--- config.mk ---
export PLATFORM = sky130hd
export DESIGN_NAME = ext_arbiter
export DESIGN_NICKNAME = d
export VERILOG_FILES = /design/src/rtl/ext_arbiter.sv
export SDC_FILE = /design/constraint.sdc
export NUM_CORES = 1
export LEC_CHECK = 0
export BUFFER_PORTS_ARGS = -buffer_cell sky130_fd_sc_hd__buf_2
export CAP_MARGIN = 20
export CORE_MARGIN = 2
export CORE_UTILIZATION = 30
export CTS_CLUSTER_DIAMETER = 50
export CTS_CLUSTER_SIZE = 25
export DETAILED_ROUTE_END_ITERATION = 16
export PLACE_DENSITY = 0.61
export SKIP_LAST_GASP = 1
export SLEW_MARGIN = 0
export SYNTH_ARGS = -nofsm -noshare
export SYNTH_HDL_FRONTEND = slang
export SYNTH_SLANG_ARGS = --single-unit
export TNS_END_PERCENT = 50
--- constraint.sdc ---
create_clock -name clk -period 1.3 [get_ports clk]
set_clock_uncertainty 0.05 [all_clocks]
set_input_delay 0.26 -clock clk [delete_from_list [all_inputs] [get_ports clk]]
set_output_delay 0.26 -clock clk [all_outputs]
set_load 0.05 [all_outputs]
--- src/rtl/ext_arbiter.sv ---
// Two-requester round-robin front end for a single shared immediate extender.
// One transaction in flight at a time: accept in IDLE, sample the extender in EXEC, hand back in RESP.
module ext_arbiter #(
  parameter int unsigned OP_W = 3
) (
  input  logic            clk,
  input  logic            reset,

  input  logic            r0_valid,
  output logic            r0_ready,
  input  logic [15:0]     r0_imm,
  input  logic [OP_W-1:0] r0_op,
  input  logic            r0_in,

  input  logic            r1_valid,
  output logic            r1_ready,
  input  logic [15:0]     r1_imm,
  input  logic [OP_W-1:0] r1_op,
  input  logic            r1_in,

  output logic [15:0]     ext_orig,
  output logic [OP_W-1:0] ext_op,
  output logic            ext_input,
  input  logic [31:0]     ext_result,

  output logic            r0_rsp_valid,
  input  logic            r0_rsp_ready,
  output logic            r1_rsp_valid,
  input  logic            r1_rsp_ready,
  output logic [31:0]     rsp_data
);

  typedef enum logic [1:0] {StIdle, StExec, StResp} state_e;

  state_e            state_q;
  logic              gnt_q;
  logic              ptr_q;
  logic [15:0]       hold_imm_q;
  logic [OP_W-1:0]   hold_op_q;
  logic              hold_in_q;
  logic [31:0]       rsp_data_q;

  logic              any_valid;
  logic              winner;
  logic              rsp_ack;

  always_comb begin
    any_valid = r0_valid | r1_valid;
    // r1 wins when it is the only requester, or when both request and it holds the pointer
    winner    = r1_valid & (~r0_valid | ptr_q);
    rsp_ack   = gnt_q ? r1_rsp_ready : r0_rsp_ready;
    r0_ready  = (state_q == StIdle) & any_valid & ~winner;
    r1_ready  = (state_q == StIdle) & winner;
  end

  always_ff @(posedge clk) begin
    if (!reset) begin
      state_q    <= StIdle;
      gnt_q      <= 1'b0;
      ptr_q      <= 1'b0;
      hold_imm_q <= '0;
      hold_op_q  <= '0;
      hold_in_q  <= 1'b0;
      rsp_data_q <= '0;
    end else begin
      unique case (state_q)
        StIdle: begin
          if (any_valid) begin
            hold_imm_q <= winner ? r1_imm : r0_imm;
            hold_op_q  <= winner ? r1_op  : r0_op;
            hold_in_q  <= winner ? r1_in  : r0_in;
            gnt_q      <= winner;
            state_q    <= StExec;
          end
        end
        StExec: begin
          rsp_data_q <= ext_result;
          state_q    <= StResp;
        end
        StResp: begin
          if (rsp_ack) begin
            ptr_q   <= ~gnt_q;
            state_q <= StIdle;
          end
        end
        default: state_q <= StIdle;
      endcase
    end
  end

  assign ext_orig     = hold_imm_q;
  assign ext_op       = hold_op_q;
  assign ext_input    = hold_in_q;
  assign rsp_data     = rsp_data_q;
  assign r0_rsp_valid = (state_q == StResp) & ~gnt_q;
  assign r1_rsp_valid = (state_q == StResp) & gnt_q;

endmodule
==> impl_metrics.py <==
metrics = {
    "timing": {
        "max_slew_margin_pct": 82.1,
        "setup_viol": 25,
        "rsz0062_at_grt": "true",
        "fmax_mhz": 649,
        "setup_slack_ns": -0.241,
        "drv_slew": 0,
        "finalCritPeriodShare_pct": 119,
        "whs_ns": 0.136,
        "worst_slew_pin_slew_ns": 0.271,
        "fin_crit_ns": 1.54,
        "hold_viol_final": 0,
    },
    "yosys": {
        "async_flop_share_pct": 0,
        "synthTopCellsByArea": "dfxtp_1 (50%), nand2_1 (11%), a21oi_1 (8.0%)",
        "seq_area_frac_synth_pct": 49.9,
        "synth.distinct_cells": 24,
        "synth-edff-count": 0,
        "syn_nets": 361,
        "yosysWarningCount": 0,
        "synth_top_area_cell": "dfxtp_1",
        "syn_area_per_cell_um2": 7.94,
        "synth_top_area_share_pct": 49.9,
        "netlist_area_um2": 2250,
        "synthCells": 283,
        "synth_top_flop_cell": "dfxtp_1",
        "synth_seq_cells": 56,
    },
    "hold_path": {
        "hold_path_class": "in -> reg",
    },
    "die": {
        "initial_utilization_pct": 31.0,
        "die_area_um2": 8190,
        "fp.coreArea_um2": 7250,
        "die_w_um": 90.5,
        "io_pins": 134,
        "die_y_um": 90.5,
        "core.rowCount": 31,
    },
    "global_routing": {
        "grt_pass1_vias": 2311,
        "grt_pass1_wl_mm": 10.8,
        "grtUsageTotal_pct": 15.8,
        "gr-total-overflow": 0,
        "grt_antenna_before_repair": 0,
        "grt_max_degree": 40,
    },
    "clock_tree": {
        "hold_buffers": 0,
        "clockRootBuffer": "clkbuf_8",
        "tritoncts.num_buffers": 5,
        "htree_levels": 2,
        "clk_latency_ns": 0.30,
        "cts.clk_slew.worst_paths_ns": 0.09,
        "cts_max_path_buffers": 2,
        "clkSinkCount": 56,
        "cts_tree": "yes",
    },
    "critical_path": {
        "cp.required_ns": 0.99,
        "critPathKind": "reg -> out",
        "start_kind": "flop",
        "path_max_fanout": 5,
        "cp.arrival_ns": 1.23,
        "setup.worst_path.end_class": "output port",
    },
    "layout": {
        "fin_util_pct": 45.9,
        "mostFrequentLayoutCells": "buf_2 (129), nand2_1 (64), dfxtp_1 (54)",
        "n_fill_cell": 760,
        "finalNetCount": 497,
        "n_antenna_cell": 0,
        "final_common_cell": "buf_2",
        "final_area_um2": 3330,
        "drive_gt1_share_pct": 42.9,
        "area_delta_synth_final_pct": 48.2,
    },
    "pwr": {
        "peakVddDrop_mv": 0.649,
        "power_density_nw_per_um2": 1330,
        "total_leakage_power_uw": 0.00149,
    },
    "place": {
        "port_buffers": 133,
        "post-dp-hpwl_mm": 4.88,
        "postPlaceCellArea_um2": 3130,
        "gp_congestion": 0.744,
    },
    "drt": {
        "ant_nets": 0,
        "wirelength_mm": 6.77,
        "first_iter_violations": 86,
        "via_count": 2499,
        "drc": 0,
        "via_per_inst": 4.82,
        "wl_per_cell_um": 13.0,
        "dr.pass1.iters": 4,
    },
    "flow_run": {
        "max-cap-violations": 0,
    },
    "run_status": {
        "violations": "negative setup slack",
        "outcome": "finished, violations left",
    },
}
[cell usage after synthesis, drive strengths merged, types with 2 or more instances]
cell,count
nand2,64
dfxtp,56
a21oi,36
nand3,21
o21ai,21
a31oi,20
nand4,20
buf,14
clkbuf,12
inv,3
nor2,3
nor2b,3
and2,2
nand2b,2
[kinds of logic after synthesis]
family	count (synthesis)	share of synthesized area [%]
multiplexers	1	0.446
AND/OR/NAND/NOR	118	24.2
buffers and inverters	29	6.24
AO/OA/AOI/OAI	79	19.2
flip-flops	56	49.9
[layer usage]
metal  wire length, µm  up-vias  global-route usage, %
li1                  -     1259                      -
met3               568        7                   5.01
met4                61        0                   3.46
met1              2990     1135                   19.5
met5                 0        -                      0
met2              3160       98                   26.9
[final cells by class]
type                       count  area [µm²]  share of cell area, %
clock buffer                   6        72.6                   2.18
sequential                    56        1130                   33.9
tap                           99         124                   3.72
inverter                       3        15.0                  0.451
timing repair buffer         155         917                   27.5
multi-input combinational    198        1040                   31.2
clock inverter                 2        35.0                   1.05
[what timing repair did]
action	4_1_cts	5_1_grt
resized for setup	13	20
endpoints found under the hold margin	0	0
setup endpoints to repair	7	48
pin swaps	1	0
setup buffers	0	1
[final timing paths]
| check | cells after the start | end | startpoint | slack (ns) |
|---|---|---|---|---|
| max | 3 | r0_ready | state_q[0] | -0.24 |
| max reg2reg | 5 | ext_input | state_q[1] | -0.11 |
| min reg2reg | 2 | rsp_data[21] | rsp_data[21] | 0.41 |
| min | 3 | rsp_data[6] | ext_result[6] | 0.14 |
[critical path, cell delays in order (launching register included)]
cell and delay [ns]:
dfxtp_4 0.38, a211oi_2 0.23, and2_4 0.18, buf_8 0.14
[report_power, final]
| part | switching [µW] | leakage [µW] | total [µW] | internal [µW] |
|---|---|---|---|---|
| registers | 81.0 | 0.000460 | 1940 | 1850 |
| logic | 930 | 0.000977 | 1370 | 438 |
| clock network | 542 | 0.0000552 | 1110 | 573 |
[through the flow]
| stage | worst slack [ns] | power [µW] | instances | setup TNS [ns] |
|---|---|---|---|---|
| detailed placement | -0.123 | 3300 | 510 | -0.298 |
| global route | -0.288 | 4660 | 519 | -3.54 |
| global placement | -0.104 | 3290 | 510 | -0.244 |
| CTS | -0.252 | 4450 | 518 | -0.977 |
| floorplan | -0.0471 | 2870 | 283 | -0.0740 |
| finish | -0.241 | 4420 | 519 | -1.85 |
[flip-flops by register name, indices dropped and copies added, names as in the netlist]
register   cells
rsp_data      32
ext_orig      16
ext_op         3
state_q        2
ext_input      1
gnt_q          1
ptr_q          1
No activity file was read; power rests on OpenSTA's default activity.
